File: config.mk
export PLATFORM = sky130hd
export DESIGN_NAME = apb_mul_ctrl
export DESIGN_NICKNAME = d
export VERILOG_FILES = /design/src/rtl/apb_mul_pkg.sv /design/src/rtl/apb_mul_seq.sv /design/src/rtl/apb_mul_ctrl.sv
export SDC_FILE = /design/constraint.sdc
export NUM_CORES = 1
export LEC_CHECK = 0
export ABC_AREA = 1
export BUFFER_PORTS_ARGS = -buffer_cell sky130_fd_sc_hd__buf_2
export CAP_MARGIN = 40
export CORE_MARGIN = 2
export CORE_UTILIZATION = 52
export CTS_CLUSTER_DIAMETER = 150
export CTS_CLUSTER_SIZE = 10
export DETAILED_ROUTE_END_ITERATION = 6
export PLACE_DENSITY = 0.85
export SLEW_MARGIN = 20
export SYNTH_ARGS = -nofsm -noshare
export SYNTH_HDL_FRONTEND = slang
export SYNTH_SLANG_ARGS = --single-unit
File: constraint.sdc
create_clock -name PCLK -period 4.7 [get_ports PCLK]
set_clock_uncertainty 0.05 [all_clocks]
set_input_delay 0.235 -clock PCLK [delete_from_list [all_inputs] [get_ports PCLK]]
set_output_delay 0.235 -clock PCLK [all_outputs]
set_load 0.03 [all_outputs]
File: src/rtl/apb_mul_pkg.sv
// apb_mul_ctrl shared definitions.
// Register offsets, bit positions and sequencer states.
package apb_mul_pkg;

  localparam logic [4:0] OFF_OP_A   = 5'h00;
  localparam logic [4:0] OFF_OP_B   = 5'h04;
  localparam logic [4:0] OFF_CTRL   = 5'h08;
  localparam logic [4:0] OFF_STATUS = 5'h0C;
  localparam logic [4:0] OFF_RES_LO = 5'h10;
  localparam logic [4:0] OFF_RES_HI = 5'h14;
  localparam logic [4:0] OFF_CYCLES = 5'h18;

  localparam int CTRL_START  = 0;
  localparam int CTRL_IRQ_EN = 1;

  localparam int ST_BUSY    = 0;
  localparam int ST_DONE    = 1;
  localparam int ST_TIMEOUT = 2;

  typedef enum logic {
    IDLE = 1'b0,
    BUSY = 1'b1
  } state_e;

endpackage

File: src/rtl/apb_mul_seq.sv
// apb_mul_ctrl operation sequencer.
// Start pulse, cycle counting, timeout and result capture.
module apb_mul_seq
  import apb_mul_pkg::*;
#(
  parameter int OUT_W          = 32,
  parameter int TIMEOUT_CYCLES = 256,
  parameter int CNT_WIDTH      = 9
) (
  input  logic                 clk,
  input  logic                 rst,
  input  logic                 start_i,
  input  logic                 mul_valid_i,
  input  logic [OUT_W-1:0]     mul_result_i,
  output logic                 busy_o,
  output logic                 mul_start_o,
  output logic                 done_set_o,
  output logic                 tout_set_o,
  output logic [OUT_W-1:0]     result_o,
  output logic [CNT_WIDTH-1:0] cycles_o
);

  localparam logic [CNT_WIDTH-1:0] TO_LAST =
    CNT_WIDTH'(TIMEOUT_CYCLES - 1);
  localparam logic [CNT_WIDTH-1:0] CNT_ONE =
    CNT_WIDTH'(1);

  if (TIMEOUT_CYCLES < 2) begin : g_to_chk
    $error("apb_mul_seq: TIMEOUT_CYCLES must be >= 2");
  end

  state_e               state_q, state_d;
  logic [CNT_WIDTH-1:0] cnt_q, cnt_d;
  logic [CNT_WIDTH-1:0] cyc_q, cyc_d;
  logic [OUT_W-1:0]     res_q, res_d;
  logic                 start_q, start_d;
  logic                 done_set, tout_set;

  // Next-state: launch on start, finish on valid or timeout
  always_comb begin
    state_d  = state_q;
    cnt_d    = cnt_q;
    cyc_d    = cyc_q;
    res_d    = res_q;
    start_d  = 1'b0;
    done_set = 1'b0;
    tout_set = 1'b0;
    unique case (state_q)
      IDLE: begin
        if (start_i) begin
          state_d = BUSY;
          start_d = 1'b1;
          cnt_d   = '0;
        end
      end
      BUSY: begin
        if (mul_valid_i) begin
          res_d    = mul_result_i;
          cyc_d    = cnt_q;
          done_set = 1'b1;
          state_d  = IDLE;
        end else if (cnt_q == TO_LAST) begin
          cyc_d    = cnt_q;
          tout_set = 1'b1;
          state_d  = IDLE;
        end else begin
          cnt_d = cnt_q + CNT_ONE;
        end
      end
      default: state_d = IDLE;
    endcase
  end

  // Sequencer state and captured values
  always_ff @(posedge clk) begin
    if (rst) begin
      state_q <= IDLE;
      cnt_q   <= '0;
      cyc_q   <= '0;
      res_q   <= '0;
      start_q <= 1'b0;
    end else begin
      state_q <= state_d;
      cnt_q   <= cnt_d;
      cyc_q   <= cyc_d;
      res_q   <= res_d;
      start_q <= start_d;
    end
  end

  assign busy_o      = (state_q == BUSY);
  assign mul_start_o = start_q;
  assign done_set_o  = done_set;
  assign tout_set_o  = tout_set;
  assign result_o    = res_q;
  assign cycles_o    = cyc_q;

endmodule

File: src/rtl/apb_mul_ctrl.sv
// apb_mul_ctrl: APB slave fronting a multi-cycle multiplier.
// Operand/control registers, sticky status and interrupt.
module apb_mul_ctrl
  import apb_mul_pkg::*;
#(
  parameter int DATA_WIDTH     = 32,
  parameter int ADDR_WIDTH     = 32,
  parameter int OP_A_WIDTH     = 16,
  parameter int OP_B_WIDTH     = 16,
  parameter int TIMEOUT_CYCLES = 256,
  parameter int CNT_WIDTH      = $clog2(TIMEOUT_CYCLES) + 1
) (
  input  logic                            PCLK,
  input  logic                            PRESET,
  input  logic [ADDR_WIDTH-1:0]           PADDR,
  input  logic                            PSEL,
  input  logic                            PENABLE,
  input  logic                            PWRITE,
  input  logic [DATA_WIDTH-1:0]           PWDATA,
  output logic [DATA_WIDTH-1:0]           PRDATA,
  output logic                            PREADY,
  output logic                            PSLVERR,
  output logic [OP_A_WIDTH-1:0]           mul_a_o,
  output logic [OP_B_WIDTH-1:0]           mul_b_o,
  output logic                            mul_start_o,
  input  logic [OP_A_WIDTH+OP_B_WIDTH-1:0] mul_result_i,
  input  logic                            mul_valid_i,
  output logic                            irq_o
);

  localparam int OUT_W = OP_A_WIDTH + OP_B_WIDTH;

  if (DATA_WIDTH != 32) begin : g_dw_chk
    $error("apb_mul_ctrl: DATA_WIDTH must be 32");
  end
  if (OP_A_WIDTH < 1 || OP_A_WIDTH > 32) begin : g_a_chk
    $error("apb_mul_ctrl: OP_A_WIDTH must be 1..32");
  end
  if (OP_B_WIDTH < 1 || OP_B_WIDTH > 32) begin : g_b_chk
    $error("apb_mul_ctrl: OP_B_WIDTH must be 1..32");
  end

  logic [OP_A_WIDTH-1:0] op_a_q, op_a_d;
  logic [OP_B_WIDTH-1:0] op_b_q, op_b_d;
  logic                  irq_en_q, irq_en_d;
  logic                  done_q, done_d;
  logic                  tout_q, tout_d;
  logic                  irq_q, irq_d;

  logic                 busy, done_set, tout_set;
  logic [OUT_W-1:0]     result;
  logic [CNT_WIDTH-1:0] cycles;
  logic [63:0]          res_ext;

  logic       access, aligned, hit, ro_sel, busy_lock;
  logic       err, wr_ok, rd_ok, start_req;
  logic [4:0] off;
  logic       sel_op_a, sel_op_b, sel_ctrl, sel_status;
  logic       sel_res_lo, sel_res_hi, sel_cycles;
  logic [31:0] rdata;
  logic        unused_ok;

  // Address decode and transfer qualification
  always_comb begin
    access     = PSEL & PENABLE;
    off        = PADDR[4:0];
    aligned    = (off[1:0] == 2'b00);
    sel_op_a   = aligned && (off == OFF_OP_A);
    sel_op_b   = aligned && (off == OFF_OP_B);
    sel_ctrl   = aligned && (off == OFF_CTRL);
    sel_status = aligned && (off == OFF_STATUS);
    sel_res_lo = aligned && (off == OFF_RES_LO);
    sel_res_hi = aligned && (off == OFF_RES_HI);
    sel_cycles = aligned && (off == OFF_CYCLES);
    hit = sel_op_a | sel_op_b | sel_ctrl | sel_status |
          sel_res_lo | sel_res_hi | sel_cycles;
    ro_sel    = sel_res_lo | sel_res_hi | sel_cycles;
    busy_lock = busy & (sel_op_a | sel_op_b | sel_ctrl);
    err   = access & (~hit | (PWRITE & (ro_sel | busy_lock)));
    wr_ok = access & PWRITE & ~err;
    rd_ok = access & ~PWRITE & ~err;
    start_req = wr_ok & sel_ctrl & PWDATA[CTRL_START];
  end

  // Register updates; hardware sets beat W1C and start clears
  always_comb begin
    op_a_d   = op_a_q;
    op_b_d   = op_b_q;
    irq_en_d = irq_en_q;
    done_d   = done_q;
    tout_d   = tout_q;
    if (wr_ok & sel_op_a) op_a_d = PWDATA[OP_A_WIDTH-1:0];
    if (wr_ok & sel_op_b) op_b_d = PWDATA[OP_B_WIDTH-1:0];
    if (wr_ok & sel_ctrl) irq_en_d = PWDATA[CTRL_IRQ_EN];
    if (wr_ok & sel_status & PWDATA[ST_DONE])    done_d = 1'b0;
    if (wr_ok & sel_status & PWDATA[ST_TIMEOUT]) tout_d = 1'b0;
    if (start_req) begin
      done_d = 1'b0;
      tout_d = 1'b0;
    end
    if (done_set) done_d = 1'b1;
    if (tout_set) tout_d = 1'b1;
    irq_d = irq_en_q & (done_q | tout_q);
  end

  // Register file and interrupt flop
  always_ff @(posedge PCLK) begin
    if (PRESET) begin
      op_a_q   <= '0;
      op_b_q   <= '0;
      irq_en_q <= 1'b0;
      done_q   <= 1'b0;
      tout_q   <= 1'b0;
      irq_q    <= 1'b0;
    end else begin
      op_a_q   <= op_a_d;
      op_b_q   <= op_b_d;
      irq_en_q <= irq_en_d;
      done_q   <= done_d;
      tout_q   <= tout_d;
      irq_q    <= irq_d;
    end
  end

  assign res_ext = 64'(result);

  // Read mux; erroring or idle bus returns zero
  always_comb begin
    rdata = '0;
    if (rd_ok) begin
      unique case (1'b1)
        sel_op_a:   rdata = 32'(op_a_q);
        sel_op_b:   rdata = 32'(op_b_q);
        sel_ctrl:   rdata = {30'b0, irq_en_q, 1'b0};
        sel_status: rdata = {29'b0, tout_q, done_q, busy};
        sel_res_lo: rdata = res_ext[31:0];
        sel_res_hi: rdata = res_ext[63:32];
        sel_cycles: rdata = 32'(cycles);
        default:    rdata = '0;
      endcase
    end
  end

  apb_mul_seq #(
    .OUT_W          (OUT_W),
    .TIMEOUT_CYCLES (TIMEOUT_CYCLES),
    .CNT_WIDTH      (CNT_WIDTH)
  ) u_seq (
    .clk          (PCLK),
    .rst          (PRESET),
    .start_i      (start_req),
    .mul_valid_i  (mul_valid_i),
    .mul_result_i (mul_result_i),
    .busy_o       (busy),
    .mul_start_o  (mul_start_o),
    .done_set_o   (done_set),
    .tout_set_o   (tout_set),
    .result_o     (result),
    .cycles_o     (cycles)
  );

  assign PREADY  = access & ~PRESET;
  assign PSLVERR = err & ~PRESET;
  assign PRDATA  = PRESET ? '0 : DATA_WIDTH'(rdata);
  assign mul_a_o = op_a_q;
  assign mul_b_o = op_b_q;
  assign irq_o   = irq_q;

  assign unused_ok = ^{PADDR, PWDATA};

endmodule
### After elaboration in Yosys (flattened, before gate mapping)

Cells that the tools add are included.

* flip-flop bits (word level): 88
* latch bits: 0
* bits in writable memories: 0
* memory bits (read-only): 0
* output and inout bits: 68
* logic and storage cells: 96
* memories: 0

* add/subtract/negate cells: 1
* multipliers: 0
* divide/modulo/power cells: 0
* order comparisons: 0
* equal/unequal tests: 10
* shift-type cells: 0
* mux-type cells: 24
* bitwise operators: 34
* reductions and logical operators: 16

Operators by type and width (number)
* 32-bit case mux with 6 select lines: 1
* 32-bit two-way mux: 2
* 9-bit two-way mux: 5
* 1-bit bitwise AND: 18
* 9-bit case mux with 2 select lines: 1
* 5-bit equality test, second input constant: 3
* 1-bit two-way mux: 14
* 1-bit OR: 11
* 5-bit by 4-bit equality test with 1-bit output, second input constant: 2
* 9-bit by 1-bit adder with 9-bit output, second input constant: 1
* 9-bit by 8-bit equality test with 1-bit output, second input constant: 1
* 1-bit logical AND: 7
* 2-bit != test, second input constant: 3
* 3-bit nonzero test: 2
* 5-bit by 3-bit equality test with 1-bit output, second input constant: 1
* 5-bit logical NOT: 1
* 1-bit inverter: 5
* 2-bit AND reduction: 2
* 3-bit AND reduction: 1
* 2-bit logical NOT: 1
* 1-bit case mux with 2 select lines: 1
* 2-bit nonzero test: 1
* 2-bit OR reduction: 1

### Logic depth before layout (Yosys ltp)

Gate-level depths: netlist of run 1.

* depth in word-level cells: 18
* gate-level depth with buffers: 10
* depth with buffers taken out: 9

### By module

From an unflattened synthesis of run 1, not the netlist that was laid out.

* cells, all modules: 559
* area total of the unflattened synthesis: 4101.4 um^2

By module, submodules not included
* apb_mul_ctrl: instances 1, cells an instance 306, area each 2183.3 um^2
* apb_mul_seq: instances 1, cells an instance 253, area each 1918.1 um^2

### Least setup slack after synthesis of run 1

No wires, ideal clock.

* kind: register to register
* start: reg u_seq.cnt_q[0]
* end: reg u_seq.cyc_q[7], in the netlist u_seq.cycles_o[7]
* library setup time: 0.070 ns
* data arrival time: 1.744 ns
* data required time: 4.580 ns
* path slack: 2.836 ns
* cell stages (with the launch flop): 9
* buffers on the path: 1
* period minus slack after synthesis: 1.864 ns
* cells stage by stage: dfxtp_1 ha_1 nand3_1 nor3_1 ha_1 o21ai_1 clkbuf_1 o21ai_0 a21oi_1

* word-level cells in the longest chain between the ends: 3

RTL lines
* start, declared: line apb_mul_seq.sv:33 `logic [CNT_WIDTH-1:0] cnt_q, cnt_d;`
* start signal, assigned: line apb_mul_seq.sv:84 `cnt_q <= cnt_d;`
* 9-bit by 8-bit equality test with 1-bit output: line apb_mul_seq.sv:62 `end else if (cnt_q == TO_LAST) begin`
* 2-bit nonzero test (no line)
* 2-bit AND reduction (no line)
* end signal, assigned: line apb_mul_seq.sv:85 `cyc_q <= cyc_d;`
* end, declared: line apb_mul_seq.sv:34 `logic [CNT_WIDTH-1:0] cyc_q, cyc_d;`

No other way between the ends.
A chain may end at the register's enable or synchronous reset.

### Worst setup path after layout of run 1

* start: in PRESET
* end: out PRDATA[15]

* word-level cells in the longest chain between the ends: 1

RTL lines
* start, declared: line apb_mul_ctrl.sv:14 `input logic PRESET,`
* 32-bit two-way mux: line apb_mul_ctrl.sv:164 `assign PRDATA = PRESET ? '0 : DATA_WIDTH'(rdata);`
* end, declared: line apb_mul_ctrl.sv:20 `output logic [DATA_WIDTH-1:0] PRDATA,`

No other way between the ends.

==> results of run 1 <==
==> registers in the layout, summed over array words and instances, names as in the netlist <==
signal and flops:
u_seq.cnt_q 9, tout_q 1, irq_en_q 1, u_seq.result_o 32, u_seq.mul_start_o 1, mul_b_o 16, u_seq.busy_o 1, done_q 1
irq_o 1, mul_a_o 16, u_seq.cycles_o 9
==> power groups by stage <==
stage / combinational [mW] / clock (mW) / sequential (mW)
global placement: 0.0777 / 0 / 0.764
finish: 0.0814 / 0.638 / 0.747
detailed placement: 0.0796 / 0 / 0.765
global route: 0.0902 / 0.678 / 0.747
CTS: 0.0806 / 0.646 / 0.747
floorplan: 0.0407 / 0 / 0.766
==> layer usage <==
metal / vias up / share of wire [%] / wire length (um)
li1: 2066 / - / -
met3: 15 / 8.1 / 904
met4: 0 / 1.6 / 175
met5: - / 0 / 0
met1: 1948 / 41 / 4589
met2: 157 / 49 / 5512
==> area by class of cell <==
cell class                 count  area share (%)
clock buffer                  10           2.522
clock inverter                 6           2.274
timing repair buffer         132           14.22
tap                          102           2.522
sequential                    88           34.81
multi-input combinational    392           39.58
inverter                      55           4.079
==> how the worst min path moves through the flow <==
stage	to	slack, ps	cells past startpoint
2_1_floorplan	done_q	250	1
3_3_place_gp	u_seq.cycles_o[1]	390	2
3_5_place_dp	u_seq.cycles_o[6]	390	2
4_1_cts	u_seq.result_o[9]	50	3
5_1_grt	mul_a_o[5]	80	3
6_report	u_seq.result_o[9]	60	3
==> cell families after synthesis <==
logic type | Yosys count | synth area share [%]
buf+inv | 84 | 8.928
flops | 88 | 42.62
xor+xnor | 3 | 0.6357
fa+ha+maj | 2 | 0.6052
compound gates | 149 | 20.97
simple gates | 238 | 26.24
==> cell usage after synthesis <==
master,number,area share (%)
buf_6,5,1.4
a211oi_1,1,0.18
nand3_2,9,2.2
a21oi_1,36,4.4
nor3b_1,1,0.18
a41oi_1,7,1.5
nor3_4,2,0.79
a31oi_1,2,0.30
nor2_8,1,0.48
clkinv_1,1,0.091
inv_2,4,0.36
nand3_1,17,2.1
dfxtp_1,88,43
inv_1,50,4.5
nand4_2,1,0.30
nor3_1,2,0.24
or2_1,1,0.15
nor2_2,1,0.15
o21ai_1,29,3.5
o21ai_0,50,6.1
o21ai_2,2,0.42
a21oi_2,22,4.7
nand2_1,99,9.0
nor2_1,96,8.7
nand3_4,2,0.85
nand4_1,2,0.30
ha_1,2,0.61
buf_4,3,0.54
nor2_4,2,0.54
xor2_1,3,0.64
clkbuf_1,17,1.5
nand2_2,2,0.30
buf_2,4,0.48
==> worst max-delay path: stages <==
cell,delay (ps)
buf_2,200
inv_1,80
buf_4,510
nand4_1,170
a21oi_1,230
o21ai_2,230
inv_1,240
nand2_1,80
inv_1,70
buf_2,190
==> per-stage QoR <==
stage | instance area (um2) | util (%) | power, mW | hold slack [ps]
2_1_floorplan | 4134 | - | 0.8070 | 254.1
3_3_place_gp | 4737 | 61.30 | 0.8421 | 385.1
3_5_place_dp | 4771 | 61.74 | 0.8441 | 386.8
4_1_cts | 5014 | 64.88 | 1.474 | 54.15
5_1_grt | 5061 | 65.50 | 1.516 | 76.56
6_report | 5061 | 65.50 | 1.466 | 60.01
==> impl_metrics.tcl, run 1 <==
set metrics [dict create \
    status "finished, final reports clean" \
    hpwlAfterDp_um 7774 \
    internal_power_mw 1.133 \
    max_freq_mhz 385.9 \
    tns_ps 0 \
    grt_pass1_wl_um 17600 \
    die_y_um 93.16 \
    slew_viol_final 0 \
    synth_cells 564 \
    dpl.cell_count 767 \
    seqPwrFrac_pct 51.0 \
    cp_max_fo 77 \
    reg2reg_slack_ps 2500 \
    use_met3_pct 6.124 \
    post-place-ws_ps 2167 \
    cts_setup_buffers 0 \
    period_needed_ps 2591 \
    worst_slack_ps 2109 \
    synth.distinct_cells 33 \
    startpoint_type "input pin" \
    gp_congestion 0.8715 \
    synthesis.area_mm2 0.004134 \
    area_growth_pct 22.43 \
    p_sw_uw 333.0 \
    clk_latency_ps 370 \
    path_clk_slew_ps 90 \
    cts_resized 0 \
    io_buffer_count 126 \
    ctsHoldBuffers 0 \
    rsz0062_at_grt "false" \
    regArea_mm2 0.001762 \
    yosysSeqAreaShare_pct 42.62 \
    drt_drc_violations_left 0 \
    critPathArrivalTime_ps 2310 \
    worstPathRequired_ps 4410 \
    critPathLaunch "PRESET" \
    syn_nets 668 \
    cts_root_buf "clkbuf_8" \
    synth-seq-cells 88 \
    reg2reg_from "u_seq.cnt_q[1]" \
    track_usage_pct 25.41 \
    dieArea_mm2 0.008679 \
    h-tree-depth 3 \
    endpoint "PRDATA[15]" \
    fin_nets 782 \
    top_usage_layer "met2" \
    drt_first_pass_iters 6 \
    worst-r2r-cell-count 9 \
    powerDensity_mw_per_mm2 289.7 \
    antenna_found_initial 0 \
    end_kind "output port" \
    fin_crit_sh_pct 55.13 \
    r2r_end "u_seq.cnt_q[6]" \
    grt_overflow_total 0 \
    antenna_cells 0 \
    slew_headroom_pct 56.03 \
    hold_path_startpoint "mul_result_i[9]" \
    met2_usage_pct 42.15 \
    ant_nets 0 \
    pwr-share-clk_pct 43.5 \
    drv_cap 0 \
    grt_pass1_vias 3779 \
    viasPerCell 5.332 \
    die_x_um 93.16 \
    core_area_mm2 0.007727 \
    peakVddDrop_mv 0.1712 \
    drive_gt1_share_pct 28.55 \
    synth.avg_cell_area_um2 7.330 \
    cts_sinks 88 \
    setup_viol 0 \
    vias 4186 \
    fillers 678 \
    p_comb_share_pct 5.6 \
    layout_common_cells "buf_2 (126), nand2_1 (99), nor2_1 (96)" \
    wirelength_um 11180 \
    swShare_pct 22.71 \
    yosysWarnings 0 \
    drtIter0Drc 307 \
    path_class "in2out" \
    leakage_nw 2.202 \
    cts_tree "done" \
    multiInputGateArea_mm2 0.002003 \
    hold_viol 0 \
    layout.cells.non_filler 785 \
    cts_buffers 9 \
    hold_class "in2reg" \
    clk_path_buf_depth 2 \
    worst_slew_pin_slew_ps 658.9 \
    io_pins 170 \
    start_util_pct 53.50 \
    grtUsageMet1_pct 32.35 \
    final_common_cell "buf_2" \
    wl_per_cell_um 14.24 \
    grt_max_degree 78 \
    fp-row-count 32 \
]
(Power assumes the default switching activity.)
==> inputs of run 2 (changes only) <==
--- a/config.mk
+++ b/config.mk
@@ -9,11 +9,11 @@
 export BUFFER_PORTS_ARGS = -buffer_cell sky130_fd_sc_hd__buf_2
 export CAP_MARGIN = 40
 export CORE_MARGIN = 2
-export CORE_UTILIZATION = 52
+export CORE_UTILIZATION = 44
 export CTS_CLUSTER_DIAMETER = 150
 export CTS_CLUSTER_SIZE = 10
 export DETAILED_ROUTE_END_ITERATION = 6
-export PLACE_DENSITY = 0.85
+export PLACE_DENSITY = 0.77
 export SLEW_MARGIN = 20
 export SYNTH_ARGS = -nofsm -noshare
 export SYNTH_HDL_FRONTEND = slang
==> constraint.sdc (replaced) <==
create_clock -name PCLK -period 2.1 [get_ports PCLK]
set_clock_uncertainty 0.05 [all_clocks]
set_input_delay 0.105 -clock PCLK [delete_from_list [all_inputs] [get_ports PCLK]]
set_output_delay 0.105 -clock PCLK [all_outputs]
set_load 0.03 [all_outputs]
==> run 2 against run 1 <==
Against the previous run: register-to-register slack worse by 2300 ps; critical path type is now reg2reg; hold slack worse by 5.4 ps; critical path depth down 2; largest power group unchanged.
==> impl_metrics.tcl, run 2 (same netlist as run 1, synthesis figures left out) <==
set metrics [dict create \
    status "finished, final reports clean" \
    drive_gt1_share_pct 28.44 \
    final_common_cell "buf_2" \
    hpwlAfterDp_um 8036 \
    path_class "reg2reg" \
    cts_buffers 9 \
    slew_headroom_pct 56.66 \
    fin_hold_ws_ps 54.60 \
    top_usage_layer "met2" \
    dieArea_mm2 0.01019 \
    fin_area_mm2 0.005553 \
    grt_pass1_vias 4035 \
    setup_viol 0 \
    fin_crit_sh_pct 90.74 \
    start_util_pct 44.95 \
    layout_common_cells "buf_2 (126), nand2_1 (99), nor2_1 (95)" \
    use_met3_pct 2.705 \
    clk_path_buf_depth 2 \
    grt_max_degree 77 \
    hold_class "in2reg" \
    io_pins 170 \
    hold_viol 0 \
    end_kind "register" \
    critPathArrivalTime_ps 2090 \
    area_growth_pct 34.32 \
    post-place-ws_ps 80.68 \
    path_clk_slew_ps 100 \
    worst_slew_pin_slew_ps 650.1 \
    antenna_found_initial 0 \
    io_buffer_count 126 \
    worstPathRequired_ps 2290 \
    wirelength_um 12170 \
    cp_max_fo 16 \
    track_usage_pct 23.62 \
    wl_per_cell_um 14.26 \
    peakVddDrop_mv 0.3144 \
    gp_congestion 0.9171 \
    drv_cap 0 \
    slew_viol_final 0 \
    grt_overflow_total 0 \
    startpoint_type "register" \
    period_needed_ps 1906 \
    h-tree-depth 3 \
    powerDensity_mw_per_mm2 563.7 \
    ant_nets 0 \
    max_freq_mhz 524.8 \
    met2_usage_pct 41.28 \
    die_y_um 100.9 \
    fp-row-count 35 \
    cts_tree "done" \
    grt_pass1_wl_um 19150 \
    vias 4322 \
    drt_first_pass_iters 4 \
    grtUsageMet1_pct 30.09 \
    leakage_nw 2.422 \
    largest_reg_flops 32 \
    place_area_mm2 0.004868 \
    clk_latency_ps 350 \
    antenna_cells 0 \
    worst_slack_ps 194.4 \
    core_area_mm2 0.009196 \
    drtIter0Drc 264 \
    fin_nets 841 \
    die_x_um 100.9 \
    cts_sinks 88 \
    p_total_mw 3.130 \
    cts_root_buf "clkbuf_8" \
    drt_drc_violations_left 0 \
    fin_util_pct 60.38 \
    viasPerCell 5.067 \
]
## run 2: cell types whose count changed in the layout (fill, tap and decap cells not counted), sizes merged
| cell | previous run | this run |
|---|---|---|
| dlygate4sd3 | 0 | 47 |
| buf | 132 | 144 |
| clkbuf | 10 | 9 |
| bufinv | 3 | 1 |
| clkinv | 1 | 4 |
## run 2: worst paths after layout
path                                   startpoint                end  slack, ps  cells after the start
worst max-delay path               u_seq.cnt_q[1]  u_seq.cycles_o[0]        190                      8
worst max register to register     u_seq.cnt_q[1]  u_seq.cycles_o[0]        190                      8
worst min register to register  u_seq.cycles_o[1]  u_seq.cycles_o[1]        400                      2
worst min-delay path                    PWDATA[0]         mul_a_o[0]         50                      3
## run 2: cell type report
cell class | instances | area, um2
timing repair buffer | 191 | 1236
clock buffer | 9 | 123.9
inverter | 55 | 206.4
sequential | 88 | 1762
fill | 826 | 3643
clock inverter | 7 | 77.57
multi-input combinational | 392 | 2008
tap | 111 | 138.9
## run 2: report_power, final
part           internal (mW)  leakage, nW  switching, mW
Combinational          0.125         1.61          0.127
Clock                  0.563        0.101          0.642
Sequential              1.67        0.709        0.00207
Total                   2.36         2.42          0.771
## run 2: per-layer routing
layer / share of wire [%] / routed length, um / up-vias
li1: - / - / 2184
met1: 44 / 5349 / 1976
met2: 49 / 5919 / 143
met3: 5.4 / 661 / 19
met4: 1.9 / 237 / 0
met5: 0 / 0 / -
## run 2: worst max-delay path, cell delays in order, from the launching register on
cell     delay (ps)
dfxtp_1         400
ha_2            230
nand3_1         120
nor3_1          160
ha_1            260
o21ai_1         130
buf_4           210
o21ai_0         170
a21oi_1          50
## run 2: through the flow
stage / setup TNS [ps] / cells
finish: 0 / 853
global route: -1.520 / 853
CTS: 0 / 852
detailed placement: 0 / 789
global placement: -37.38 / 788
floorplan: 0 / 564
## run 2: repair_timing
item                                   4_1_cts  5_1_grt
setup endpoints to repair                    0       12
resized for setup                            0        3
endpoints found under the hold margin       60        0
hold buffers                                47        0
setup buffers                                0        1
==> inputs of run 3 (changes only) <==
--- a/config.mk
+++ b/config.mk
@@ -8,12 +8,14 @@
 export ABC_AREA = 1
 export BUFFER_PORTS_ARGS = -buffer_cell sky130_fd_sc_hd__buf_2
 export CAP_MARGIN = 40
+export CELL_PAD_IN_SITES_DETAIL_PLACEMENT = 1
+export CELL_PAD_IN_SITES_GLOBAL_PLACEMENT = 1
 export CORE_MARGIN = 2
-export CORE_UTILIZATION = 44
+export CORE_UTILIZATION = 30
 export CTS_CLUSTER_DIAMETER = 150
 export CTS_CLUSTER_SIZE = 10
 export DETAILED_ROUTE_END_ITERATION = 6
-export PLACE_DENSITY = 0.77
+export PLACE_DENSITY_LB_ADDON = 0.1
 export SLEW_MARGIN = 20
 export SYNTH_ARGS = -nofsm -noshare
 export SYNTH_HDL_FRONTEND = slang
==> run 3 against run 2 <==
Against the previous run: critical path depth grew 2; first-iteration DRC count shrank 31%; sequential power is essentially flat; routed wire length grew 12%; via count shrank 0.83%; hold slack lost 49 ps; final cell count grew 7.0%; maximum frequency grew 0.85%; largest cell class unchanged.
==> impl_metrics.tcl, run 3 (same netlist as run 1, synthesis figures left out) <==
set metrics [dict create \
    status "finished, final reports clean" \
    area_growth_pct 37.92 \
    drt_drc_violations_left 0 \
    antenna_cells 0 \
    critPathArrivalTime_ps 2120 \
    drv_cap 0 \
    max_freq_mhz 529.2 \
    cts_setup_buffers 0 \
    drive_gt1_share_pct 28.09 \
    critPathTopFamily "simple AND/OR/NAND/NOR gates" \
    track_usage_pct 19.36 \
    internal_power_mw 2.739 \
    worstPathRequired_ps 2330 \
    drt_first_pass_iters 4 \
    layout.cells.non_filler 913 \
    viasPerCell 4.694 \
    slew_viol_final 0 \
    worst-path-buf-inv 2 \
    worst_slew_pin_slew_ps 701.0 \
    cp_common_cell "ha_1" \
    startpoint_type "register" \
    critPathMaxStageDelay_ps 320 \
    period_needed_ps 1890 \
    antenna_found_initial 0 \
    grt_pass1_vias 4501 \
    hold_viol 0 \
    peakVddDrop_mv 0.3613 \
    powerDensity_mw_per_mm2 617.6 \
    hold_class "in2reg" \
    drtIter0Drc 182 \
    largest_reg_flops 32 \
    cts_sinks 88 \
    clk_latency_ps 340 \
    crit_chain "ha_1, nand3_1, nor3_1, ha_1, nor3_4, inv_2, buf_4, nor2_1, nand2_1, a21oi_1" \
    pwr-share-clk_pct 45.4 \
    path_clk_slew_ps 60 \
    grt_overflow_total 0 \
    slowest_stage "dfxtp_1" \
    fin_util_pct 42.72 \
    start_util_pct 30.97 \
    fillers 1725 \
    clk_path_buf_depth 2 \
    multiInputGateArea_mm2 0.002003 \
    slew_headroom_pct 53.26 \
    leakage_nw 2.460 \
    p_sw_uw 782.2 \
    setup_viol 0 \
    cts_root_buf "clkbuf_16" \
    grt_pass1_wl_um 22330 \
    p_comb_share_pct 7.1 \
    dpl.cell_count 855 \
    ant_nets 0 \
    regArea_mm2 0.001762 \
    end_kind "register" \
    io_pins 170 \
    tns_ps 0 \
    swShare_pct 22.21 \
    io_buffer_count 126 \
    cp_max_fo 7 \
    dieArea_mm2 0.01473 \
    fp-row-count 42 \
    fin_crit_sh_pct 89.98 \
    vias 4286 \
    gp_congestion 0.7714 \
    hpwlAfterDp_um 9656 \
    rsz0062_at_grt "false" \
    die_x_um 121.4 \
    fin_nets 837 \
    wirelength_um 13680 \
    cts_buffers 9 \
    seqPwrFrac_pct 47.5 \
    grt_max_degree 77 \
    path_class "reg2reg" \
    final_common_cell "buf_2" \
    core_area_mm2 0.01335 \
    layout_common_cells "buf_2 (126), nand2_1 (99), nor2_1 (96)" \
    wl_per_cell_um 14.98 \
    die_y_um 121.4 \
    h-tree-depth 3 \
    cts_tree "done" \
]
[run 3: changes by cell type in the layout (fill, tap and decap cells not counted), sizes merged]
cell         change
clkinv           -2
dlygate4sd3      -4
clkbuf           +3
inv              -2
[run 3: metal layers]
metal | share of wire [%] | wire length (um) | global-route usage (%)
met2 | 48 | 6565 | 33.18
met3 | 3.8 | 519 | 3.430
met1 | 46 | 6318 | 24.27
met5 | 0 | 0 | 0
met4 | 2.0 | 276 | 7.040
[run 3: path summary, 6_finish.rpt]
| path | from | endpoint | slack (ps) | cells past startpoint |
|---|---|---|---|---|
| min | mul_result_i[11] | u_seq.result_o[11] | 5 | 3 |
| min reg2reg | u_seq.cycles_o[2] | u_seq.cycles_o[2] | 400 | 2 |
| max reg2reg | u_seq.cnt_q[0] | u_seq.cnt_q[3] | 210 | 10 |
| max | u_seq.cnt_q[0] | u_seq.cnt_q[3] | 210 | 10 |
[run 3: what timing repair did]
item                                    in CTS  in global routing
endpoints found under the setup margin       0                  7
resized for setup                            0                  1
hold buffers                                43                  0
hold endpoints to repair                    54                  0
[run 3: power by group through the flow]
stage          logic, mW  registers, mW  clock network, mW
2_1_floorplan     0.0911           1.71                  0
3_3_place_gp       0.183           1.71                  0
3_5_place_dp       0.188           1.71                  0
4_1_cts            0.251           1.67               1.64
5_1_grt            0.278           1.67               1.72
6_report           0.250           1.67               1.60
[run 3: metrics by stage]
step | cell area (um2) | worst slack (ps) | total power, mW | hold slack [ps]
2_1_floorplan | 4134 | 235.8 | 1.806 | 124.1
3_3_place_gp | 4982 | 93.65 | 1.894 | 303.5
3_5_place_dp | 4982 | 80.90 | 1.899 | 319.3
4_1_cts | 5702 | 49.89 | 3.562 | 3.309
5_1_grt | 5702 | 2.796 | 3.668 | 28.80
6_report | 5702 | 210.4 | 3.521 | 5.294
[run 3: layout make-up]
class | count | share of cell area (%)
multi-input combinational | 392 | 35.13
clock inverter | 3 | 0.7461
tap | 176 | 3.862
timing repair buffer | 187 | 21.42
sequential | 88 | 30.90
inverter | 55 | 3.621
clock buffer | 12 | 4.323
[run 3: tightest hold or removal path, cell delays in order]
cell and delay [ps]:
buf_2 70, o21ai_0 80, nor2_1 100
